--- src/rtl/ladowacz_programu.sv ---
// ladowacz_programu: 8N1 UART program loader that writes 16-bit words into program memory.
// Define LADOWACZ_TIMEOUT_EN to abort a stalled load after 1024 idle bit periods.
module ladowacz_programu #(
    parameter int unsigned CLKS_PER_BIT = 434,
    parameter int unsigned ADDR_WIDTH   = 8,
    parameter int unsigned DATA_WIDTH   = 16
) (
    input  logic                  clk,
    input  logic                  rst,
    input  logic                  rx,
    output logic                  prog_we,
    output logic [ADDR_WIDTH-1:0] prog_addr,
    output logic [DATA_WIDTH-1:0] prog_data,
    output logic                  cpu_hold,
    output logic                  busy,
    output logic                  done,
    output logic                  blad
);

    localparam int unsigned CNT_W = $clog2(CLKS_PER_BIT);
    localparam int unsigned HALF  = CLKS_PER_BIT / 2;
    localparam logic [7:0]  SYNC  = 8'hA5;

    localparam logic [1:0] R_IDLE  = 2'd0;
    localparam logic [1:0] R_START = 2'd1;
    localparam logic [1:0] R_DATA  = 2'd2;
    localparam logic [1:0] R_STOP  = 2'd3;

    localparam logic [2:0] S_IDLE  = 3'd0;
    localparam logic [2:0] S_COUNT = 3'd1;
    localparam logic [2:0] S_HI    = 3'd2;
    localparam logic [2:0] S_LO    = 3'd3;
    localparam logic [2:0] S_CHK   = 3'd4;

    logic             rx_s1;
    logic             rx_s2;
    logic             rx_d;
    logic [1:0]       r_state;
    logic [1:0]       r_next;
    logic [CNT_W-1:0] bit_cnt;
    logic [2:0]       bit_idx;
    logic [7:0]       rx_byte;
    logic             bajt_ok;
    logic             bajt_err;
    logic             tick_half;
    logic             tick_full;

    logic [2:0]       m_state;
    logic [2:0]       m_next;
    logic [7:0]       words;
    logic [7:0]       sum;
    logic             timeout;
    logic             abort;

    // Two-flop synchroniser plus one delayed copy for falling-edge detection.
    always_ff @(posedge clk) begin
        if (rst) begin
            rx_s1 <= 1'b1;
            rx_s2 <= 1'b1;
            rx_d  <= 1'b1;
        end else begin
            rx_s1 <= rx;
            rx_s2 <= rx_s1;
            rx_d  <= rx_s2;
        end
    end

    assign tick_half = (bit_cnt == CNT_W'(HALF - 1));
    assign tick_full = (bit_cnt == CNT_W'(CLKS_PER_BIT - 1));

    always_ff @(posedge clk) begin
        if (rst) begin
            r_state <= R_IDLE;
        end else begin
            r_state <= r_next;
        end
    end

    always_comb begin
        r_next = r_state;
        case (r_state)
            R_IDLE:  if (rx_d && !rx_s2) r_next = R_START;
            R_START: if (tick_half) r_next = rx_s2 ? R_IDLE : R_DATA;
            R_DATA:  if (tick_full && (bit_idx == 3'd7)) r_next = R_STOP;
            R_STOP:  if (tick_full) r_next = R_IDLE;
            default: r_next = R_IDLE;
        endcase
    end

    // Bit timing and shift register; returning to idle mid stop bit lets back-to-back bytes re-arm.
    always_ff @(posedge clk) begin
        if (rst) begin
            bit_cnt  <= '0;
            bit_idx  <= '0;
            rx_byte  <= '0;
            bajt_ok  <= 1'b0;
            bajt_err <= 1'b0;
        end else begin
            bajt_ok  <= 1'b0;
            bajt_err <= 1'b0;
            case (r_state)
                R_IDLE: begin
                    bit_cnt <= '0;
                    bit_idx <= '0;
                end
                R_START: begin
                    bit_cnt <= tick_half ? '0 : bit_cnt + CNT_W'(1);
                end
                R_DATA: begin
                    if (tick_full) begin
                        bit_cnt <= '0;
                        bit_idx <= bit_idx + 3'd1;
                        rx_byte <= {rx_s2, rx_byte[7:1]};
                    end else begin
                        bit_cnt <= bit_cnt + CNT_W'(1);
                    end
                end
                R_STOP: begin
                    if (tick_full) begin
                        bit_cnt  <= '0;
                        bajt_ok  <= rx_s2;
                        bajt_err <= !rx_s2;
                    end else begin
                        bit_cnt <= bit_cnt + CNT_W'(1);
                    end
                end
                default: bit_cnt <= '0;
            endcase
        end
    end

`ifdef LADOWACZ_TIMEOUT_EN
    localparam int unsigned TO_LIMIT = 1024 * CLKS_PER_BIT;
    localparam int unsigned TO_W     = $clog2(TO_LIMIT + 2);

    logic [TO_W-1:0] to_cnt;

    assign timeout = (m_state != S_IDLE) && (to_cnt > TO_W'(TO_LIMIT));

    // Cycles since the last accepted byte; saturates once the timeout fires.
    always_ff @(posedge clk) begin
        if (rst || (m_state == S_IDLE) || bajt_ok) begin
            to_cnt <= '0;
        end else if (!timeout) begin
            to_cnt <= to_cnt + TO_W'(1);
        end
    end
`else
    assign timeout = 1'b0;
`endif

    assign abort = (m_state != S_IDLE) && (bajt_err || timeout);

    always_ff @(posedge clk) begin
        if (rst) begin
            m_state <= S_IDLE;
        end else begin
            m_state <= m_next;
        end
    end

    always_comb begin
        m_next = m_state;
        if (abort) begin
            m_next = S_IDLE;
        end else if (bajt_ok) begin
            case (m_state)
                S_IDLE:  if (rx_byte == SYNC) m_next = S_COUNT;
                S_COUNT: m_next = S_HI;
                S_HI:    m_next = S_LO;
                S_LO:    m_next = (words == 8'd1) ? S_CHK : S_HI;
                S_CHK:   m_next = S_IDLE;
                default: m_next = S_IDLE;
            endcase
        end
    end

    // Frame datapath and registered outputs; a word count of 0 wraps to 256 via the decrement.
    always_ff @(posedge clk) begin
        if (rst) begin
            prog_we   <= 1'b0;
            prog_addr <= '0;
            prog_data <= '0;
            cpu_hold  <= 1'b0;
            busy      <= 1'b0;
            done      <= 1'b0;
            blad      <= 1'b0;
            words     <= '0;
            sum       <= '0;
        end else begin
            prog_we <= 1'b0;
            done    <= 1'b0;
            if (prog_we) begin
                prog_addr <= prog_addr + ADDR_WIDTH'(1);
            end
            if (abort) begin
                blad <= 1'b1;
                busy <= 1'b0;
            end else if (bajt_ok) begin
                case (m_state)
                    S_IDLE: begin
                        if (rx_byte == SYNC) begin
                            cpu_hold  <= 1'b1;
                            busy      <= 1'b1;
                            blad      <= 1'b0;
                            prog_addr <= '0;
                            sum       <= '0;
                        end
                    end
                    S_COUNT: begin
                        words <= rx_byte;
                        sum   <= sum + rx_byte;
                    end
                    S_HI: begin
                        prog_data[DATA_WIDTH-1 -: 8] <= rx_byte;
                        sum                          <= sum + rx_byte;
                    end
                    S_LO: begin
                        prog_data[7:0] <= rx_byte;
                        sum            <= sum + rx_byte;
                        words          <= words - 8'd1;
                        prog_we        <= 1'b1;
                    end
                    S_CHK: begin
                        busy <= 1'b0;
                        if (rx_byte == sum) begin
                            done     <= 1'b1;
                            cpu_hold <= 1'b0;
                        end else begin
                            blad <= 1'b1;
                        end
                    end
                    default: begin
                        busy <= 1'b0;
                    end
                endcase
            end
        end
    end

endmodule
--- config.mk ---
export PLATFORM = sky130hd
export DESIGN_NAME = ladowacz_programu
export DESIGN_NICKNAME = d
export VERILOG_FILES = /design/src/rtl/ladowacz_programu.sv
export SDC_FILE = /design/constraint.sdc
export NUM_CORES = 1
export LEC_CHECK = 0
export ABC_AREA = 1
export BUFFER_PORTS_ARGS = -buffer_cell sky130_fd_sc_hd__clkbuf_2
export CORE_UTILIZATION = 59
export DETAILED_ROUTE_END_ITERATION = 7
export GPL_TIMING_DRIVEN = 0
export PLACE_DENSITY = 0.79
export SLEW_MARGIN = 15
export SYNTH_ARGS = -nofsm -noshare
export SYNTH_HDL_FRONTEND = slang
export SYNTH_SLANG_ARGS = --single-unit
--- constraint.sdc ---
create_clock -name clk -period 1.85 [get_ports clk]
set_clock_uncertainty 0.05 [all_clocks]
set_input_delay 0.185 -clock clk [delete_from_list [all_inputs] [get_ports clk]]
set_output_delay 0.185 -clock clk [all_outputs]
set_load 0.05 [all_outputs]
# Word-level counts from Yosys, hierarchy flattened
# Index checks and enable logic that the tools add are counted.
# op_classes
bitwise_logic,6
addsub,5
mux,33
n_reduce_logical,30
eq_ne,22
# op_table
op,count
$mux W8,6
$pmux W8 S2,2
$pmux W9 S3,1
$mux W9,2
$ne A2 B2 Y1 const B,7
$pmux W3 S4,1
$reduce_and A3 Y1,4
$reduce_and A4 Y1,3
$mux W2,5
$reduce_bool A2 Y1,5
$add A9 B1 Y9 const B,1
$eq A9 B8 Y1 const B,1
$eq A9 B9 Y1 const B,1
$mux W3,3
$reduce_or A3 Y1,3
$add A8 B1 Y8 const B,1
$add A8 B8 Y8,1
$eq A8 B1 Y1 const B,1
$eq A8 B8 Y1,1
$eq A8 B8 Y1 const B,1
$mux W1,8
$pmux W2 S4,1
$sub A8 B1 Y8 const B,1
$eq A3 B2 Y1 const B,2
other kinds (18),34
# totals
elab_cells,116
input_bits,3
register_bits,75
output_inout_bits,29

# Logic depth before layout (Yosys ltp)
# Gate-level depths: netlist (run 1).
# logic_depth
depth_word,6
depth_mapped,11

# Least setup slack after synthesis (run 1)
# No wires, ideal clock.
# synth_path
path_type,reg2reg
start,register prog_addr[1]
end,register prog_addr[6]
setup_slack_ns,0.198
stages_incl_launch_ff,8
arrival_ns,1.475
setup_time_ns,0.127
required_ns,1.673
n_path_buf,0
path_cell_list,dfxtp_1 -> ha_1 -> nand2_1 -> nor2_1 -> nand4_1 -> xnor2_1 -> inv_1 -> nor2_1
# synth_between
elab_chain_cells,6
# synth_rtl
element,line,source
"start, declared",12,"output logic [ADDR_WIDTH-1:0] prog_addr,"
"start signal, assigned",194,prog_addr <= prog_addr + ADDR_WIDTH'(1);
$add A8 B1 Y8 (*),194,
$mux W8 (*),193,if (prog_we) begin
$mux W8,202,if (rx_byte == SYNC) begin
$mux W8,200,case (m_state)
$mux W8,199,end else if (bajt_ok) begin
$mux W8 (*),196,if (abort) begin
# Mark *: on every way between the ends. The rest lies on a longest branch, timed or not.
# A chain may end at the register's enable or synchronous reset.

# Final worst setup path (run 1)
# layout_path
start,register rx_byte[0]
end,register sum[4]
# layout_between
elab_chain_cells,3
word_cells_on_any_way,5
cone_classes,1 x add/sub; 2 x eq/ne; 1 x mux; 1 x reduce/logical
# layout_rtl
element,line,source
"start, declared",42,logic [7:0] rx_byte;
"start signal, assigned",113,"rx_byte <= {rx_s2, rx_byte[7:1]};"
branches (longest 3 deep; another with $add A8 B8 Y8),--,
"end signal, assigned",212,sum <= sum + rx_byte;
"end signal, assigned",216,sum <= sum + rx_byte;
"end signal, assigned",220,sum <= sum + rx_byte;
"end, declared",51,logic [7:0] sum;
# Several ways; the timed one is not identified.

==> run_results.csv, run 1 <==
group,metric,value,unit
run_status,status,"complete, no violations",
sta,finalSetupViolCount,0,
setup_path,max_stage_delay,380,ps
power,p_per_area,799,nW/um^2
final_layout,multi_input_area,1900,um^2
floorplanning,rows,28,
power,p_leak,0.00185,uW
power,swShare,21.0,%
sta,tns,0,ps
yosys,synth_area_leaders,"dfxtp_1 40%, nand2_1 12%, a21oi_1 7.8%",
yosys,async_flop_share,0,%
clock_tree,clock_path_buffers,2,
setup_path,path_max_fanout,4,
yosys,synth.distinct_cells,36,
power,clkPwrFrac,48.9,%
yosys,synth_xor_area_share,2.35,%
sta,fin_crit_sh,91.5,%
setup_path,cp_slowest_cell,"fa_2",
setup_path,arrival,1900,ps
yosys,synth-simple-area-share,29.6,%
flow_run,cap_violations,0,
yosys,synth_most_common_cell,"nand2_1",
final_layout,diodes,0,
yosys,synth-adder-area-share,5.56,%
floorplanning,die_area,6650,um^2
setup_path,setup.worst_path.end_class,"flop",
yosys,synth_top_family_by_area,"simple AND/OR/NAND/NOR gates",
yosys,syn-cell-area,3730,um^2
final_layout,fill_cells,499,
clock_tree,post_cts.repair.setup_buffers,0,
clock_tree,cts_tree,"yes",
power,pwr-share-comb,3.0,%
setup_path,crit_path_cell_trace,"ha_1 -> fa_2 -> nand3_1 -> nand3_1 -> xnor2_1 -> nor2_1 -> nor2_1 -> nor2_1",
floorplanning,core_area,6030,um^2
yosys,yosysTopAreaCell,"dfxtp_1",
floorplanning,fp.dieW,81.6,um
final_layout,drive_gt1_share,13.4,%
final_layout,area_growth,14.1,%
setup_path,crit_type,"reg -> reg",
place,postPlaceCellArea,3980,um^2
yosys,yosysSeqAreaShare,40.2,%
grt,grt_pass1_wl,13.4,mm
sta,slew_headroom,64.8,%
floorplanning,die_h,81.6,um
yosys,ys.warnings.count,0,
sta,max_freq,591,MHz
clock_tree,cts_max_level,3,
yosys,synth_fp_nets,540,
setup_path,path_common_cell,"nor2_1",
floorplanning,initial_core_util,62.0,%
sta,worst_slew_pin_slew,528,ps
floorplanning,io_pins,32,
clock_tree,cts-root-buf,"clkbuf_8",
place,dp_hpwl,5.97,mm
clock_tree,clk_latency,350,ps
grt,antenna_found_initial,0,
detailed_routing,via_per_inst,5.24,
setup_path,setup.worst_path.start_class,"flop",
power,peakVddDrop,0.589,mV
yosys,synth_ff_type,"dfxtp_1",
power,pwr-share-seq,48.0,%
sta,fin_crit,1690,ps
detailed_routing,dr_total_vias,3368,
yosys,synth_edf_count,0,
detailed_routing,initialDrtViolationCount,200,
yosys,synth_top_area_share,40.2,%
yosys,synthTopCellsByCount,"115 x nand2_1, 75 x dfxtp_1, 70 x nor2_1, 65 x inv_1, 58 x a21oi_1",
yosys,synthMuxAreaShare,0.268,%
grt,grt_max_degree,14,
clock_tree,cts_buffers,9,
yosys,synth_compound_area_share,12.8,%
setup_path,cp.required,2060,ps
yosys,yosys_register_bits,75,
detailed_routing,drc,0,
sta,finalHoldViolations,0,
final_layout,regArea,1500,um^2
power,internal-power,2690,uW
yosys,synth_area_per_cell,7.17,um^2
final_layout,stdcell_area,4260,um^2
place,portBuffers,30,
grt,grt_pass1_vias,3016,
clock_tree,clock_sinks,75,
power,p_sw,715,uW
final_layout,fin_nets,582,
place,routabilityCongestion,0.910,
detailed_routing,dr.pass1.iters,5,
detailed_routing,wire_per_inst,12.5,um
clock_tree,clk_pin_slew,80,ps
worst_hold_path,hold_class,"in -> reg",
sta,rsz0062_at_grt,"false",
detailed_routing,ant_nets,0,
grt,grt_overflow_total,0,
sta,slew_violations,0,
detailed_routing,routed_wl,8.01,mm
yosys,syn_inst,521,
grt,grt_usage,26.7,%
-- flip-flops by register name, summed over array words and instances, names as in the netlist, 3 cells and up, named ones only --
signal     count
prog_data     16
bit_cnt        9
prog_addr      8
rx_byte        8
sum            8
words          8
bit_idx        3
m_state        3
-- metal layers --
metal	global-route usage (%)	routed length, um
met1	35.5	3840
met2	42.9	3690
met3	4.44	332
met4	10.9	151
met5	0	0
-- cells in the final DEF (no fill, tap or decap), types with 2 or more instances in the layout --
| cell type | instances |
|---|---|
| o21ai_0 | 20 |
| xor2_1 | 5 |
| nand3b_1 | 2 |
| dfxtp_2 | 2 |
| bufinv_16 | 4 |
| clkbuf_8 | 9 |
| ha_1 | 15 |
| a21oi_2 | 2 |
| buf_6 | 4 |
| xnor2_1 | 5 |
| nand4_1 | 7 |
| nor2_1 | 70 |
| clkbuf_1 | 7 |
| nand2_1 | 114 |
| inv_2 | 2 |
| nor3_1 | 10 |
| buf_2 | 2 |
| a21oi_1 | 58 |
| clkbuf_2 | 30 |
| a31oi_1 | 2 |
| or2_2 | 2 |
| dfxtp_1 | 73 |
| nand2_4 | 3 |
| nand2_2 | 3 |
| nand3_1 | 33 |
| inv_1 | 65 |
| nor2_4 | 3 |
-- worst max-delay path: cells and delay by family, from the launching register on --
kind / cells / cell delay (ps)
xor+xnor: 1 / 160
flops: 1 / 370
fa+ha+maj: 2 / 630
simple gates: 5 / 400
-- power groups by stage --
| stage | clock network [uW] | logic [uW] | registers, uW |
|---|---|---|---|
| finish | 1670 | 103 | 1640 |
| global route | 1740 | 117 | 1640 |
| CTS | 1690 | 102 | 1640 |
| detailed placement | 0 | 98.5 | 1670 |
| global placement | 0 | 94.6 | 1670 |
| floorplan | 0 | 73.8 | 1670 |
-- kinds of logic (layout without fill, tap and decap cells) --
logic type	after synthesis	in the layout
mux	1	1
compound gates	87	87
simple gates	251	251
flops	75	75
buf+inv	81	128
fa+ha+maj	16	16
xor+xnor	10	10
-- path summary, 6_finish.rpt --
path,from,end,slack [ps],depth (start not counted)
min reg2reg,rx_s1,rx_s2,360,1
max reg2reg,rx_byte[0],sum[4],160,8
min,rst,words[6],110,2
max,rx_byte[0],sum[4],160,8
-- area by class of cell --
class                      instances  share of cell area [%]
clock buffer                      10                    3.00
clock inverter                     6                    3.20
timing repair buffer              31                    3.76
buffer                            13                    2.00
tap                               75                    2.20
multi-input combinational        365                    44.5
sequential                        75                    35.3
inverter                          68                    6.05
-- per-stage QoR --
step	hold slack, ps	cells	util (%)	power, uW	setup WS, ps
final	111	643	70.7	3410	158
after global routing	146	643	70.7	3500	11.3
after CTS	103	643	70.6	3420	78.3
after detailed placement	324	626	66.0	1770	134
after global placement	319	626	66.0	1770	133
after floorplan	239	521	-	1740	198
-- timing repair --
item | in CTS | in global routing
endpoints found under the hold margin | 1 | 0
endpoints found under the setup margin | 0 | 5
gates resized for setup | 0 | 4
hold buffers | 1 | 0
Power figures use the tool's default switching activity.
==> run 2, diff against run 1 <==
Settings changed: GPL_TIMING_DRIVEN 0 to unset, MAX_ROUTING_LAYER set to met4.
==> run_results.csv, run 2 (synthesis gave the netlist of run 1 again) <==
group,metric,value,unit
run_status,status,"complete, no violations",
sta,max_freq,605,MHz
worst_hold_path,hold_class,"in -> reg",
floorplanning,rows,28,
sta,worst_slew_pin_slew,464,ps
sta,fin_crit_sh,89.4,%
sta,slew_headroom,68.8,%
grt,grt_pass1_vias,2998,
setup_path,setup.worst_path.end_class,"flop",
clock_tree,clock_sinks,75,
setup_path,cp_slowest_cell,"fa_1",
detailed_routing,dr_total_vias,3362,
sta,slew_violations,0,
setup_path,path_max_fanout,4,
place,numPlacedInstances,622,
place,portBuffers,31,
setup_path,cp_num_buf_inv,0,
final_layout,final_common_cell,"nand2_1",
place,dp_hpwl,5.80,mm
power,p_per_area,780,nW/um^2
detailed_routing,wire_per_inst,12.5,um
floorplanning,die_h,81.6,um
sta,finalHoldViolations,0,
final_layout,drive_gt1_share,13.5,%
grt,grt_overflow_total,0,
sta,tns,0,ps
floorplanning,core_area,6030,um^2
flow_run,cap_violations,0,
grt,antenna_found_initial,0,
floorplanning,io_pins,32,
power,peakVddDrop,0.495,mV
detailed_routing,ant_nets,0,
floorplanning,die_area,6650,um^2
final_layout,fin_nets,578,
grt,grt_pass1_wl,13.5,mm
final_layout,diodes,0,
clock_tree,clk_pin_slew,80,ps
sta,setup_slack,197,ps
final_layout,regMostFlops,"prog_data",
clock_tree,cts_buffers,9,
final_layout,mostFrequentLayoutCells,"114 x nand2_1, 74 x dfxtp_1, 70 x nor2_1",
clock_tree,cts_tree,"yes",
clock_tree,clock_path_buffers,2,
place,postPlaceCellArea,3960,um^2
detailed_routing,via_per_inst,5.27,
setup_path,arrival,1850,ps
floorplanning,initial_core_util,62.0,%
clock_tree,clk_latency,350,ps
sta,fin_crit,1650,ps
sta,rsz0062_at_grt,"false",
power,p_leak,0.00185,uW
clock_tree,post_cts.repair.setup_buffers,0,
final_layout,area_growth,13.0,%
setup_path,crit_path_cell_trace,"ha_1 -> fa_1 -> nand3_1 -> nand3_1 -> xnor2_1 -> nor2_1 -> nor2_1 -> nor2_1",
final_layout,largest_reg_flops,16,
setup_path,cp.required,2050,ps
floorplanning,fp.dieW,81.6,um
detailed_routing,routed_wl,7.95,mm
setup_path,crit_family,"adder cells",
clock_tree,cts_max_level,3,
grt,grt_max_degree,34,
grt,grt_usage,27.4,%
place,dp_slack,72.1,ps
detailed_routing,dr.pass1.iters,5,
place,routabilityCongestion,0.879,
final_layout,reg_top3,"prog_data: 16 flops, bit_cnt: 9 flops",
final_layout,stdcell_area,4220,um^2
setup_path,setup.worst_path.start_class,"flop",
detailed_routing,initialDrtViolationCount,199,
final_layout,finalNonFillerCells,638,
setup_path,max_stage_delay,430,ps
setup_path,path_common_cell,"nor2_1",
sta,finalSetupViolCount,0,
clock_tree,cts-root-buf,"clkbuf_8",
setup_path,crit_type,"reg -> reg",
detailed_routing,drc,0,
[run 2: per-stage QoR]
step	util [%]	total power [uW]	hold slack (ps)
6_report	70.1	3290	154
5_1_grt	70.1	3400	168
4_1_cts	70.0	3320	143
3_5_place_dp	65.7	1770	341
3_3_place_gp	65.7	1770	339
2_1_floorplan	-	1740	239
[run 2: per-layer routing]
metal | GRT usage (%) | up-vias | routed length [um]
met2 | 42.8 | 84 | 3650
li1 | - | 1746 | -
met1 | 35.3 | 1514 | 3830
met5 | - | - | 0
met3 | 4.22 | 18 | 300
met4 | 11.8 | 0 | 165
[run 2: power by group]
part | total, uW | internal [uW] | leakage [uW] | switching (uW)
registers | 1640 | 1620 | 0.000605 | 13.7
clock network | 1560 | 962 | 0.000122 | 593
logic | 101 | 30.0 | 0.00112 | 71.2
[run 2: path summary, 6_finish.rpt]
kind,from,to,slack (ps),cells past startpoint
worst min-delay path,rst,rx_d,150,3
worst min register to register,rx_s1,rx_s2,380,1
worst max-delay path,rx_byte[0],sum[4],200,8
worst max register to register,rx_byte[0],sum[4],200,8
[run 2: final cells by class]
| cell class | count | area [um^2] |
|---|---|---|
| clock buffers | 11 | 151 |
| clock inverters | 4 | 97.6 |
| fillers | 494 | 1800 |
| inverters | 68 | 258 |
| multi-input cells | 365 | 1890 |
| flip-flops and latches | 75 | 1500 |
| well taps | 75 | 93.8 |
| repair buffers | 40 | 225 |
[run 2: timing repair]
action | 4_1_cts | 5_1_grt
hold endpoints to repair | 1 | 0
hold buffers | 1 | 0
resized for setup | 0 | 2
setup endpoints to repair | 0 | 8
[run 2: worst register-to-register path, cell delays in order (launching register included)]
cell and delay, ps:
dfxtp_1 340, ha_1 230, fa_1 430, nand3_1 90, nand3_1 90, xnor2_1 140, nor2_1 50, nor2_1 90
nor2_1 50
==> run 3, diff against run 2 <==
Settings changed: ABC_AREA 1 to unset, CORE_UTILIZATION 59 to 50, PLACE_DENSITY 0.79 to 0.69.
==> run_results.csv, run 3 <==
group,metric,value,unit
run_status,status,"finished, violations left",
run_status,violations,"setup timing",
final_layout,regMostFlops,"prog_data",
final_layout,finalNonFillerCells,572,
grt,met2_usage,40.9,%
power,p_leak,0.00189,uW
worst_hold_path,min_from,"rst",
setup_path,arrival,2280,ps
detailed_routing,via_per_inst,5.48,
power,pwr-share-seq,54.1,%
final_layout,regArea,1510,um^2
setup_path,cp_num_buf_inv,1,
setup_path,worst-r2r-setup-slack,-210,ps
sta,finalHoldViolations,0,
final_layout,reg_top3,"prog_data: 16 flops, bit_cnt: 9 flops",
detailed_routing,routed_wl,8.36,mm
yosys,synth_edf_count,0,
yosys,synthTopCellsByCount,"75 x dfxtp_1, 69 x nor2_1, 41 x nand2_1, 30 x a21oi_1, 18 x clkbuf_1",
floorplanning,fp.dieW,85.5,um
yosys,synth_ff_type,"dfxtp_1",
sta,setup_slack,-206,ps
floorplanning,rows,30,
yosys,synth_area_per_cell,8.71,um^2
setup_path,cp_slowest_cell,"or4b_4",
detailed_routing,initialDrtViolationCount,171,
yosys,synth_xor_area_share,5.28,%
power,pwr-share-comb,2.4,%
power,p_total,3000,uW
power,p_sw,680,uW
clock_tree,clock_sinks,75,
yosys,synthMuxAreaShare,5.21,%
sta,rsz0062_at_grt,"true",
yosys,yosysSeqAreaShare,43.1,%
power,p_per_area,658,nW/um^2
place,routabilityCongestion,0.911,
final_layout,area_growth,30.7,%
grt,use_met1,26.8,%
place,dp_hpwl,5.85,mm
yosys,ys.warnings.count,0,
setup_path,worstReg2RegEnd,"sum[1]",
place,postPlaceCellArea,4090,um^2
final_layout,largest_reg_flops,16,
yosys,synth-simple-area-share,23.7,%
worst_hold_path,holdPathStages,2,
sta,max_freq,486,MHz
yosys,synth_top_family_by_area,"simple AND/OR/NAND/NOR gates",
grt,top_usage_layer,"met2",
power,internal-power,2320,uW
yosys,async_flop_share,0,%
detailed_routing,dr_total_vias,3132,
detailed_routing,ant_nets,0,
clock_tree,clock_path_buffers,2,
yosys,syn_inst,400,
sta,slew_headroom,73.0,%
clock_tree,clk_latency,350,ps
setup_path,setup.worst_path.start_class,"flop",
sta,finalSetupViolCount,18,
yosys,synth.distinct_cells,52,
grt,grt_overflow_total,0,
final_layout,multi_input_area,2020,um^2
floorplanning,core_area,6760,um^2
power,swShare,22.7,%
setup_path,max_stage_delay,560,ps
clock_tree,clk_pin_slew,90,ps
setup_path,r2r.worst_path.cells,6,
final_layout,final_common_cell,"nor2_1",
place,portBuffers,31,
floorplanning,io_pins,32,
power,peakVddDrop,0.590,mV
grt,antenna_found_initial,0,
clock_tree,cts_buffers,9,
final_layout,stdcell_area,4550,um^2
final_layout,drive_gt1_share,29.9,%
yosys,synth_most_common_cell,"dfxtp_1",
floorplanning,die_area,7300,um^2
sta,fin_crit,2060,ps
grt,grt_usage,24.1,%
sta,fin_crit_sh,111,%
worst_hold_path,hold_class,"in -> reg",
grt,grt_pass1_vias,2889,
yosys,yosys_register_bits,75,
setup_path,r2r-start,"rx_byte[6]",
power,clkPwrFrac,43.5,%
place,numPlacedInstances,543,
sta,worst_slew_pin_slew,404,ps
sta,slew_violations,0,
setup_path,setup.worst_path.end_class,"flop",
clock_tree,cts-root-buf,"clkbuf_8",
final_layout,fill_cells,545,
final_layout,fin_nets,506,
floorplanning,die_h,85.5,um
yosys,synth_fp_nets,419,
yosys,synth_compound_area_share,13.2,%
grt,met3_usage,5.64,%
grt,grt_max_degree,20,
yosys,yosysTopAreaCell,"dfxtp_1",
setup_path,crit_type,"reg -> reg",
grt,grt_pass1_wl,13.4,mm
flow_run,cap_violations,0,
yosys,syn-cell-area,3480,um^2
detailed_routing,drc,0,
yosys,synth_top_area_share,43.1,%
setup_path,cp.required,2070,ps
yosys,synth_area_leaders,"dfxtp_1 43%, nor2_1 7.4%, ha_1 5.4%",
detailed_routing,wire_per_inst,14.6,um
final_layout,mostFrequentLayoutCells,"69 x nor2_1, 68 x dfxtp_1, 58 x buf_4",
setup_path,path_max_fanout,5,
worst_hold_path,holdPathEnd,"done",
yosys,synth-adder-area-share,5.96,%
final_layout,diodes,0,
setup_path,crit_family,"simple AND/OR/NAND/NOR gates",
clock_tree,cts_tree,"yes",
clock_tree,cts_max_level,3,
detailed_routing,dr.pass1.iters,4,
floorplanning,initial_core_util,51.6,%
setup_path,crit_path_cell_trace,"or4b_4 -> nor4_4 -> buf_4 -> o21ai_4 -> or4b_1 -> a21oi_1",
[run 3: what timing repair did]
| item | 4_1_cts | 5_1_grt |
|---|---|---|
| endpoints found under the hold margin | 1 | 0 |
| buffers inserted | 6 | 6 |
| pin swaps | 5 | 7 |
| endpoints found under the setup margin | 28 | 38 |
| cloned | 0 | 1 |
| resized for setup | 18 | 18 |
| hold buffers | 1 | 0 |
[run 3: cell type report]
class / instances / share of cell area [%]
clock buffers: 10 / 3.02
clock inverters: 6 / 1.57
inverters: 12 / 0.989
multi-input cells: 295 / 44.5
flip-flops and latches: 75 / 33.2
well taps: 80 / 2.20
repair buffers: 94 / 14.6
[run 3: per-layer routing]
layer	vias to the layer above	share of wire, %
met5	-	0
met4	0	2.4
met3	23	3.9
met2	64	51
met1	1468	43
li1	1577	-
[run 3: per-stage QoR]
| step | setup slack (ps) | utilization [%] | TNS, ps | hold WS [ps] |
|---|---|---|---|---|
| floorplan | -128 | - | -205 | 239 |
| finish | -206 | 67.4 | -2680 | 159 |
| global route | -245 | 67.4 | -3590 | 154 |
| CTS | -129 | 65.8 | -920 | 149 |
| detailed placement | -145 | 60.5 | -1610 | 323 |
| global placement | -118 | 60.5 | -670 | 323 |
[run 3: power groups by stage]
stage / combinational [uW] / sequential [uW] / clock (uW)
after floorplan: 36.3 / 1660 / 0
after global placement: 66.5 / 1660 / 0
after detailed placement: 66.8 / 1660 / 0
after CTS: 70.1 / 1620 / 1330
after global routing: 79.5 / 1620 / 1410
final: 72.4 / 1620 / 1300
[run 3: logic make-up (layout without fill, tap and decap cells)]
family / after synthesis / in the layout
adder cells (fa/ha/maj): 16 / 16
AO/OA/AOI/OAI: 71 / 72
XOR/XNOR: 21 / 21
buffers and inverters: 31 / 122
flip-flops: 75 / 75
multiplexers: 18 / 18
AND/OR/NAND/NOR: 168 / 168
[run 3: worst max path at each step]
stage / depth (start not counted) / start / end / slack, ps
5_1_grt: 6 / rx_byte[6] / sum[0] / -250
2_1_floorplan: 7 / rx_byte[0] / sum[4] / -130
3_3_place_gp: 7 / rx_byte[0] / sum[4] / -120
6_report: 6 / rx_byte[6] / sum[1] / -210
3_5_place_dp: 6 / rx_byte[1] / sum[3] / -140
4_1_cts: 5 / rx_byte[6] / sum[0] / -130
[run 3: worst register-to-register path: stages (launching register included)]
cell and delay, ps:
dfxtp_4 350, or4b_4 560, nor4_4 150, buf_4 190, o21ai_4 80, or4b_1 480, a21oi_1 130
